File: src/rtl/rtl_constants.sv
// Shared constants and FSM encoding for the branch RAT copy register controller.
// Imported by bratcr_ctrl and bratcr_age_cmp.
package rtl_constants;

    localparam int BRATCR_NUM_ETY       = 4;
    localparam int BRATCR_NUM_ETY_CLOG  = $clog2(BRATCR_NUM_ETY);
    localparam int RESTORE_ROWS_PER_CYC = 8;

    typedef enum logic {
        IDLE    = 1'b0,
        RESTORE = 1'b1
    } bratcr_fsm_e;

endpackage

File: src/rtl/bratcr_age_cmp.sv
// Wrap-around ROB age comparator: a_younger is set when robid_a was allocated
// after robid_b, both measured as distance from the ROB head.
module bratcr_age_cmp #(
    parameter int ROB_SIZE_CLOG = 5
) (
    input  logic [ROB_SIZE_CLOG-1:0] robid_a,
    input  logic [ROB_SIZE_CLOG-1:0] robid_b,
    input  logic [ROB_SIZE_CLOG-1:0] head,
    output logic                     a_younger
);

    logic [ROB_SIZE_CLOG-1:0] w_age_a;
    logic [ROB_SIZE_CLOG-1:0] w_age_b;

    assign w_age_a   = robid_a - head;
    assign w_age_b   = robid_b - head;
    assign a_younger = (w_age_a > w_age_b);

endmodule

File: src/rtl/bratcr_ctrl.sv
// BRATCR controller: checkpoint slot allocation/free, mispredict squash and
// multi-cycle FRAT restore sequencing. Optional macro BRATCR_STATS_EN adds stall/mispredict counters.
module bratcr_ctrl #(
    parameter int ISSUE_WIDTH_MAX      = 2,
    parameter int ROB_MAX_RETIRE       = 2,
    parameter int BRATCR_NUM_ETY       = rtl_constants::BRATCR_NUM_ETY,
    parameter int ROB_SIZE_CLOG        = 5,
    parameter int RAT_SIZE             = 32,
    parameter int RESTORE_ROWS_PER_CYC = rtl_constants::RESTORE_ROWS_PER_CYC
) (
    input  logic                                               clk,
    input  logic                                               rst,
    input  logic [ISSUE_WIDTH_MAX-1:0]                         br_val_id,
    input  logic [ROB_SIZE_CLOG-1:0]                           rob_is_ptr,
    input  logic [ROB_SIZE_CLOG-1:0]                           rob_head_ptr,
    input  logic [ROB_MAX_RETIRE-1:0]                          ret_br_val,
    input  logic [ROB_MAX_RETIRE*ROB_SIZE_CLOG-1:0]            robid_ret,
    input  logic                                               mispredict_val,
    input  logic [ROB_SIZE_CLOG-1:0]                           mispredict_robid,
    output logic [ISSUE_WIDTH_MAX-1:0]                         ckpt_save_we,
    output logic [ISSUE_WIDTH_MAX*$clog2(BRATCR_NUM_ETY)-1:0]  ckpt_save_idx,
    output logic                                               restore_we,
    output logic [$clog2(BRATCR_NUM_ETY)-1:0]                  restore_idx,
    output logic [$clog2(RAT_SIZE)-1:0]                        restore_row_base,
    output logic                                               rename_stall,
    output logic [$clog2(BRATCR_NUM_ETY):0]                    ckpt_free_cnt,
    output logic                                               mispredict_miss
`ifdef BRATCR_STATS_EN
    ,
    output logic [31:0]                                        stat_stall_cycles,
    output logic [15:0]                                        stat_mispredicts
`endif
);

    import rtl_constants::*;

    localparam int SLOT_W = $clog2(BRATCR_NUM_ETY);
    localparam int ROW_W  = $clog2(RAT_SIZE);
    localparam int ROWS   = RAT_SIZE / RESTORE_ROWS_PER_CYC;
    localparam int CNT_W  = (ROWS > 1) ? $clog2(ROWS) : 1;

    bratcr_fsm_e                r_state, w_state_nxt;
    logic [BRATCR_NUM_ETY-1:0]  r_valid, w_valid_nxt;
    logic [ROB_SIZE_CLOG-1:0]   r_robid     [BRATCR_NUM_ETY];
    logic [ROB_SIZE_CLOG-1:0]   w_robid_nxt [BRATCR_NUM_ETY];
    logic [CNT_W-1:0]           r_cnt, w_cnt_nxt;
    logic [SLOT_W-1:0]          r_ridx, w_ridx_nxt;
    logic [ROB_SIZE_CLOG-1:0]   r_rest_robid, w_rest_robid_nxt;
    logic [SLOT_W:0]            r_free_cnt;

    logic [BRATCR_NUM_ETY-1:0]  w_slot_younger;
    logic                       w_cur_younger;
    logic                       w_hit;
    logic [SLOT_W-1:0]          w_hit_idx;
    logic                       w_accept;
    logic [BRATCR_NUM_ETY-1:0]  w_ret_clr;
    logic [BRATCR_NUM_ETY-1:0]  w_sq_clr;
    logic                       w_fits;
    logic                       w_alloc_ok;
    logic [SLOT_W-1:0]          w_lane_idx [ISSUE_WIDTH_MAX];

    function automatic logic [SLOT_W:0] f_free_cnt(input logic [BRATCR_NUM_ETY-1:0] v);
        f_free_cnt = '0;
        for (int s = 0; s < BRATCR_NUM_ETY; s++) begin
            f_free_cnt = f_free_cnt + {{SLOT_W{1'b0}}, ~v[s]};
        end
    endfunction

    // Each slot is judged against the mispredicted branch; one extra comparator
    // decides whether a new mispredict is older than the restore in progress.
    for (genvar g = 0; g < BRATCR_NUM_ETY; g++) begin : g_age
        bratcr_age_cmp #(.ROB_SIZE_CLOG(ROB_SIZE_CLOG)) u_age_cmp (
            .robid_a   (r_robid[g]),
            .robid_b   (mispredict_robid),
            .head      (rob_head_ptr),
            .a_younger (w_slot_younger[g])
        );
    end

    bratcr_age_cmp #(.ROB_SIZE_CLOG(ROB_SIZE_CLOG)) u_age_cmp_rest (
        .robid_a   (r_rest_robid),
        .robid_b   (mispredict_robid),
        .head      (rob_head_ptr),
        .a_younger (w_cur_younger)
    );

    always_comb begin
        w_hit     = 1'b0;
        w_hit_idx = '0;
        for (int s = BRATCR_NUM_ETY - 1; s >= 0; s--) begin
            if (r_valid[s] && (r_robid[s] == mispredict_robid)) begin
                w_hit     = 1'b1;
                w_hit_idx = SLOT_W'(s);
            end
        end
    end

    assign w_accept = mispredict_val && w_hit && ((r_state == IDLE) || w_cur_younger);

    always_comb begin
        w_ret_clr = '0;
        w_sq_clr  = '0;
        for (int s = 0; s < BRATCR_NUM_ETY; s++) begin
            for (int k = 0; k < ROB_MAX_RETIRE; k++) begin
                if (ret_br_val[k] && r_valid[s] &&
                    (r_robid[s] == robid_ret[k*ROB_SIZE_CLOG +: ROB_SIZE_CLOG])) begin
                    w_ret_clr[s] = 1'b1;
                end
            end
            if (w_accept && r_valid[s] &&
                ((SLOT_W'(s) == w_hit_idx) || w_slot_younger[s])) begin
                w_sq_clr[s] = 1'b1;
            end
        end
    end

    always_comb begin
        int v_req;
        v_req = 0;
        for (int i = 0; i < ISSUE_WIDTH_MAX; i++) begin
            v_req = v_req + int'(br_val_id[i]);
        end
        w_fits = (v_req <= int'(r_free_cnt));
    end

    assign w_alloc_ok = (r_state == IDLE) && !mispredict_val && w_fits;

    // Lanes take the lowest free slots in lane order; only registered valids are considered.
    always_comb begin
        logic [BRATCR_NUM_ETY-1:0] v_taken;
        logic                      v_found;
        v_taken = '0;
        v_found = 1'b0;
        for (int i = 0; i < ISSUE_WIDTH_MAX; i++) begin
            w_lane_idx[i] = '0;
            v_found       = 1'b0;
            if (br_val_id[i]) begin
                for (int s = 0; s < BRATCR_NUM_ETY; s++) begin
                    if (!v_found && !r_valid[s] && !v_taken[s]) begin
                        v_found       = 1'b1;
                        v_taken[s]    = 1'b1;
                        w_lane_idx[i] = SLOT_W'(s);
                    end
                end
            end
        end
    end

    always_comb begin
        w_valid_nxt = r_valid & ~w_ret_clr & ~w_sq_clr;
        w_robid_nxt = r_robid;
        if (w_alloc_ok) begin
            for (int i = 0; i < ISSUE_WIDTH_MAX; i++) begin
                if (br_val_id[i]) begin
                    w_valid_nxt[w_lane_idx[i]] = 1'b1;
                    w_robid_nxt[w_lane_idx[i]] = rob_is_ptr + ROB_SIZE_CLOG'(i);
                end
            end
        end
    end

    always_comb begin
        w_state_nxt      = r_state;
        w_cnt_nxt        = r_cnt;
        w_ridx_nxt       = r_ridx;
        w_rest_robid_nxt = r_rest_robid;
        if (w_accept) begin
            w_state_nxt      = RESTORE;
            w_cnt_nxt        = '0;
            w_ridx_nxt       = w_hit_idx;
            w_rest_robid_nxt = mispredict_robid;
        end else if (r_state == RESTORE) begin
            if (r_cnt == CNT_W'(ROWS - 1)) begin
                w_state_nxt = IDLE;
                w_cnt_nxt   = '0;
            end else begin
                w_cnt_nxt   = r_cnt + 1'b1;
            end
        end
    end

    always_ff @(posedge clk or posedge rst) begin
        if (rst) begin
            r_state      <= IDLE;
            r_cnt        <= '0;
            r_ridx       <= '0;
            r_rest_robid <= '0;
            r_valid      <= '0;
            r_free_cnt   <= (SLOT_W+1)'(BRATCR_NUM_ETY);
        end else begin
            r_state      <= w_state_nxt;
            r_cnt        <= w_cnt_nxt;
            r_ridx       <= w_ridx_nxt;
            r_rest_robid <= w_rest_robid_nxt;
            r_valid      <= w_valid_nxt;
            r_free_cnt   <= f_free_cnt(w_valid_nxt);
        end
    end

    // Slot robids are qualified by r_valid, so they carry no reset.
    always_ff @(posedge clk) begin
        r_robid <= w_robid_nxt;
    end

    always_comb begin
        ckpt_save_we = '0;
        for (int i = 0; i < ISSUE_WIDTH_MAX; i++) begin
            ckpt_save_idx[i*SLOT_W +: SLOT_W] = w_lane_idx[i];
        end
        if (!rst && w_alloc_ok) begin
            ckpt_save_we = br_val_id;
        end
    end

    assign restore_we       = !rst && (r_state == RESTORE);
    assign restore_idx      = restore_we ? r_ridx : '0;
    assign restore_row_base = restore_we ? ROW_W'(int'(r_cnt) * RESTORE_ROWS_PER_CYC) : '0;
    assign rename_stall     = !rst && ((r_state == RESTORE) ||
                              ((|br_val_id) && (mispredict_val || !w_fits)));
    assign ckpt_free_cnt    = r_free_cnt;
    assign mispredict_miss  = !rst && mispredict_val && !w_accept;

`ifdef BRATCR_STATS_EN
    logic [31:0] r_stat_stall;
    logic [15:0] r_stat_mp;

    always_ff @(posedge clk or posedge rst) begin
        if (rst) begin
            r_stat_stall <= '0;
            r_stat_mp    <= '0;
        end else begin
            if (rename_stall && (r_stat_stall != '1)) r_stat_stall <= r_stat_stall + 1'b1;
            if (w_accept && (r_stat_mp != '1))        r_stat_mp    <= r_stat_mp + 1'b1;
        end
    end

    assign stat_stall_cycles = r_stat_stall;
    assign stat_mispredicts  = r_stat_mp;
`endif

endmodule

File: config.mk
export PLATFORM = sky130hd
export DESIGN_NAME = bratcr_ctrl
export DESIGN_NICKNAME = d
export VERILOG_FILES = /design/src/rtl/rtl_constants.sv /design/src/rtl/bratcr_age_cmp.sv /design/src/rtl/bratcr_ctrl.sv
export SDC_FILE = /design/constraint.sdc
export NUM_CORES = 1
export LEC_CHECK = 0
export CORE_AREA = 10 10 98 100
export CTS_CLUSTER_DIAMETER = 40
export CTS_CLUSTER_SIZE = 30
export DETAILED_ROUTE_END_ITERATION = 10
export DIE_AREA = 0 0 108 110
export GPL_ROUTABILITY_DRIVEN = 0
export HOLD_SLACK_MARGIN = 0.05
export PLACE_DENSITY = 0.82
export SKIP_LAST_GASP = 1
export SYNTH_ARGS = -nofsm -noshare
export SYNTH_HDL_FRONTEND = slang
export SYNTH_SLANG_ARGS = --single-unit
File: constraint.sdc
create_clock -name clk -period 4.5 [get_ports clk]
set_input_delay 0.45 -clock clk [delete_from_list [all_inputs] [get_ports clk]]
set_output_delay 0.45 -clock clk [all_outputs]
set_load 0.05 [all_outputs]
==> results of run 1 <==
per-layer routing:
layer,vias up,share of wire,GRT usage
met2,168,0.48,0.3608
met3,35,0.073,0.04237
li1,1880,-,-
met1,1859,0.42,0.2511
met4,0,0.029,0.08111
met5,-,0,0
registers in the layout (all words and copies together), names as in the netlist:
name           count
r_state            1
r_rest_robid       5
r_valid            4
r_ridx             2
ckpt_free_cnt      3
r_cnt              2
r_robid           20
timing repair:
action	4_1_cts	5_1_grt
hold buffers	0	0
endpoints found under the setup margin	0	1
gates resized for setup	0	3
report_power, final:
group / total, mW / switching, mW / leakage [nW] / internal (mW)
logic: 1.94 / 1.06 / 1.77 / 0.883
registers: 0.828 / 0.275 / 0.387 / 0.553
clock network: 0.289 / 0.144 / 0.0567 / 0.144
layout by cell type, fill, tap and decap left out, drive strengths merged, types with 8 or more instances in the layout:
master | netlist | routed
buf | 5 | 20
ha | 43 | 43
clkdlybuf4s50 | 0 | 45
xor2 | 55 | 55
edfxtp | 20 | 20
o21ai | 26 | 26
xnor2 | 25 | 25
a21o | 13 | 13
a31oi | 11 | 11
a21oi | 35 | 35
inv | 34 | 35
nor2 | 22 | 22
nor3 | 10 | 10
a211oi | 8 | 8
mux2i | 8 | 8
nand3 | 23 | 23
nor4 | 11 | 11
nand2 | 26 | 26
mux2 | 11 | 11
and2 | 10 | 10
dfrtp | 16 | 16
cell families (layout without fill, tap and decap cells):
group,Yosys count,after routing,synth area share
and+or+nand+nor,132,132,0.1563
AOI/OAI and AO/OA,118,118,0.1716
xor gates and xnor gates,80,80,0.1612
buffers and inverters,63,107,0.05901
adders and majority gates,54,54,0.1652
DFF,37,37,0.2363
muxes,19,19,0.04951
other,1,3,0.0008627
worst max path at each step:
stage / slack [ns] / end / depth (start not counted) / startpoint
floorplan: 0.29 / ckpt_free_cnt[1] / 17 / mispredict_robid[0]
global placement: -0.01 / ckpt_free_cnt[1] / 18 / rob_head_ptr[0]
detailed placement: -0.16 / ckpt_free_cnt[1] / 16 / rob_head_ptr[0]
CTS: 0.17 / ckpt_free_cnt[1] / 17 / rob_head_ptr[0]
global route: 0.06 / ckpt_free_cnt[1] / 18 / rob_head_ptr[0]
finish: 0.28 / ckpt_free_cnt[1] / 17 / rob_head_ptr[0]
layout make-up:
class / count / share of cell area
tap: 102 / 0.02516
multi-input combinational: 406 / 0.6075
clock inverter: 2 / 0.002713
timing repair buffer: 65 / 0.1184
clock buffer: 6 / 0.01850
inverter: 34 / 0.02516
sequential: 37 / 0.2025
==> summary.md, run 1 <==
| Metric | Value |
|---|---|
| Worst Setup Start Kind | `input port` |
| Number of synthesized flops with an enable pin | `20` |
| Critical-path cell list | `clkdlybuf4s50_1 > ha_1 > inv_1 > fa_1 > xnor2_2 > buf_4 > ha_1 > o21ai_0 > a32oi_1 > a31oi_1 > or3_4 > a21oi_4 > o221ai_1 > fa_1 > inv_1 > ha_1 > ha_1` |
| Routed vias/inst | `6.046` |
| Initial drt markers | `236` |
| # IOs | `51` |
| Layout cells sized above 1 | `0.09273` |
| Vias in the first global route | `4160` |
| Fin crit period | `4.225 ns` |
| Most area-hungry cell type in the Yosys netlist | `edfxtp_1` |
| Clk_lat worst skew | `0.30 ns` |
| Final std cells w/o fill | `652` |
| Detailed placement HPWL | `9.594 mm` |
| Worst Path Arrival | `4.41 ns` |
| Total clock sinks | `37` |
| Layout Area Growth over Synthesis | `16.70%` |
| Initial Util | `0.5684` |
| Max cap viols | `0` |
| Critical Path RT | `4.69 ns` |
| Clock skew | `0.007330 ns` |
| Initial antenna violation count | `0` |
| WHS Endpoint | `r_ridx[0]` |
| Top cell type's share of synthesized area | `0.1382` |
| Top cells by area, synth | `edfxtp_1 14%, ha_1 12%, xor2_1 11%` |
| Core Region | `7647 um^2` |
| Avg Cell Area, Syn | `8.624 um^2` |
| Number of nets with antenna violations after routing | `0` |
| P_leak | `2.218 nW` |
| Pre-CTS WS | `-0.1641 ns` |
| Hold depth | `1` |
| Clock Pin Slew Worst Setup and Hold Paths | `0.08 ns` |
| Setup tns final | `0 ns` |
| Synth Warn # | `0` |
| Most common flop cell mapped by yosys | `edfxtp_1` |
| Detailed Route WL | `12.13 mm` |
| RSZ-0062 raised after global routing | `no` |
| Cell row count | `32` |
| Netlist cell types | `54` |
| Vias | `3942` |
| Die footprint | `11880 um^2` |
| Max incr delay on CP | `0.57 ns` |
| First-pass GRT wire length | `20.20 mm` |
| Max-slew violation count | `0` |
| Post-Synthesis Cells | `504` |
| Synthesized cell area | `4347 um^2` |
| Crit path kind | `in -> reg` |
| Maximum vdd drop | `0.0003605 V` |
| Fraction of registers with async set/reset | `0.4595` |
| Delay-heaviest family, CP | `adder cells` |
| Design area | `5072 um^2` |
| Register area | `1027 um^2` |
| Largest net degree at the start of global routing | `22` |
| Clock root cell | `clkbuf_8` |
| Final design utilization | `0.6633` |
| R2r endpoint | `ckpt_free_cnt[1]` |
| WL per Instance | `18.61 um` |
| Final count of negative-setup-slack endpoints | `0` |
| Fill cells | `622` |
| Die height | `110 um` |
| # nets final | `631` |
| Cell mode on critical path | `ha_1` |
| Yosys reg bits | `37` |
| WHS | `0.5169 ns` |
| Setup ws final | `0.2751 ns` |
| Pwr Density | `602.5 nW/um^2` |
| Die width | `108 um` |
| Dpl cells | `644` |
| Post-synthesis sequential area ratio | `0.2363` |
| Min-delay src | `r_ridx[0]` |
| Origin of the critical flop-to-flop path | `r_robid[10]` |
| Remaining DRCs | `0` |
| HP Class | `reg -> reg` |
| Crit. End Element | `flip-flop` |
| Final Hold Viols | `0` |
| Achievable frequency | `236.7 MHz` |
| CTS tree | `yes` |
| Pwr Total | `3.056 mW` |
| Placed cell area | `4954 um^2` |
| Outcome | `completed` |
| GRT Util Overall | `0.2093` |
| Top post-synthesis cells by count | `55 x xor2_1, 43 x ha_1, 34 x a21oi_1, 34 x inv_1` |
| IO Port Bufs | `47` |
| Multi-input logic area | `3082 um^2` |
| Max stage delay cell, worst path | `fa_1` |
| Buf/Inv on CP | `4` |
| Critical-path maximum fanout | `4` |
| Most frequent cell after synthesis | `xor2_1` |
| Tcrit/Tclk final | `0.9389` |
| Worst R2R Path Depth | `15` |
| Setup bufs post-CTS | `0` |
| Total CTS buffers | `5` |
| Gr ovfl total | `0` |
| Slew margin rel. | `0.5533` |
| H-Tree Depth | `2` |
| Worst reg2reg setup slack | `0.54 ns` |
| # diodes | `0` |
| DRT Pass-1 Iters | `5` |
| Slew @ Worst Pin | `0.6693 ns` |
| Maximum buffer depth of the clock tree | `2` |
Note: power is estimated with default switching activity, not from simulation.
==> run 2: changes to the inputs <==
--- a/config.mk
+++ b/config.mk
@@ -11,7 +11,6 @@
 export DETAILED_ROUTE_END_ITERATION = 10
 export DIE_AREA = 0 0 108 110
 export GPL_ROUTABILITY_DRIVEN = 0
-export HOLD_SLACK_MARGIN = 0.05
 export PLACE_DENSITY = 0.82
 export SKIP_LAST_GASP = 1
 export SYNTH_ARGS = -nofsm -noshare
==> results of run 2 <==
Same layout as run 1: the final DEF is identical, and so are final timing and power.
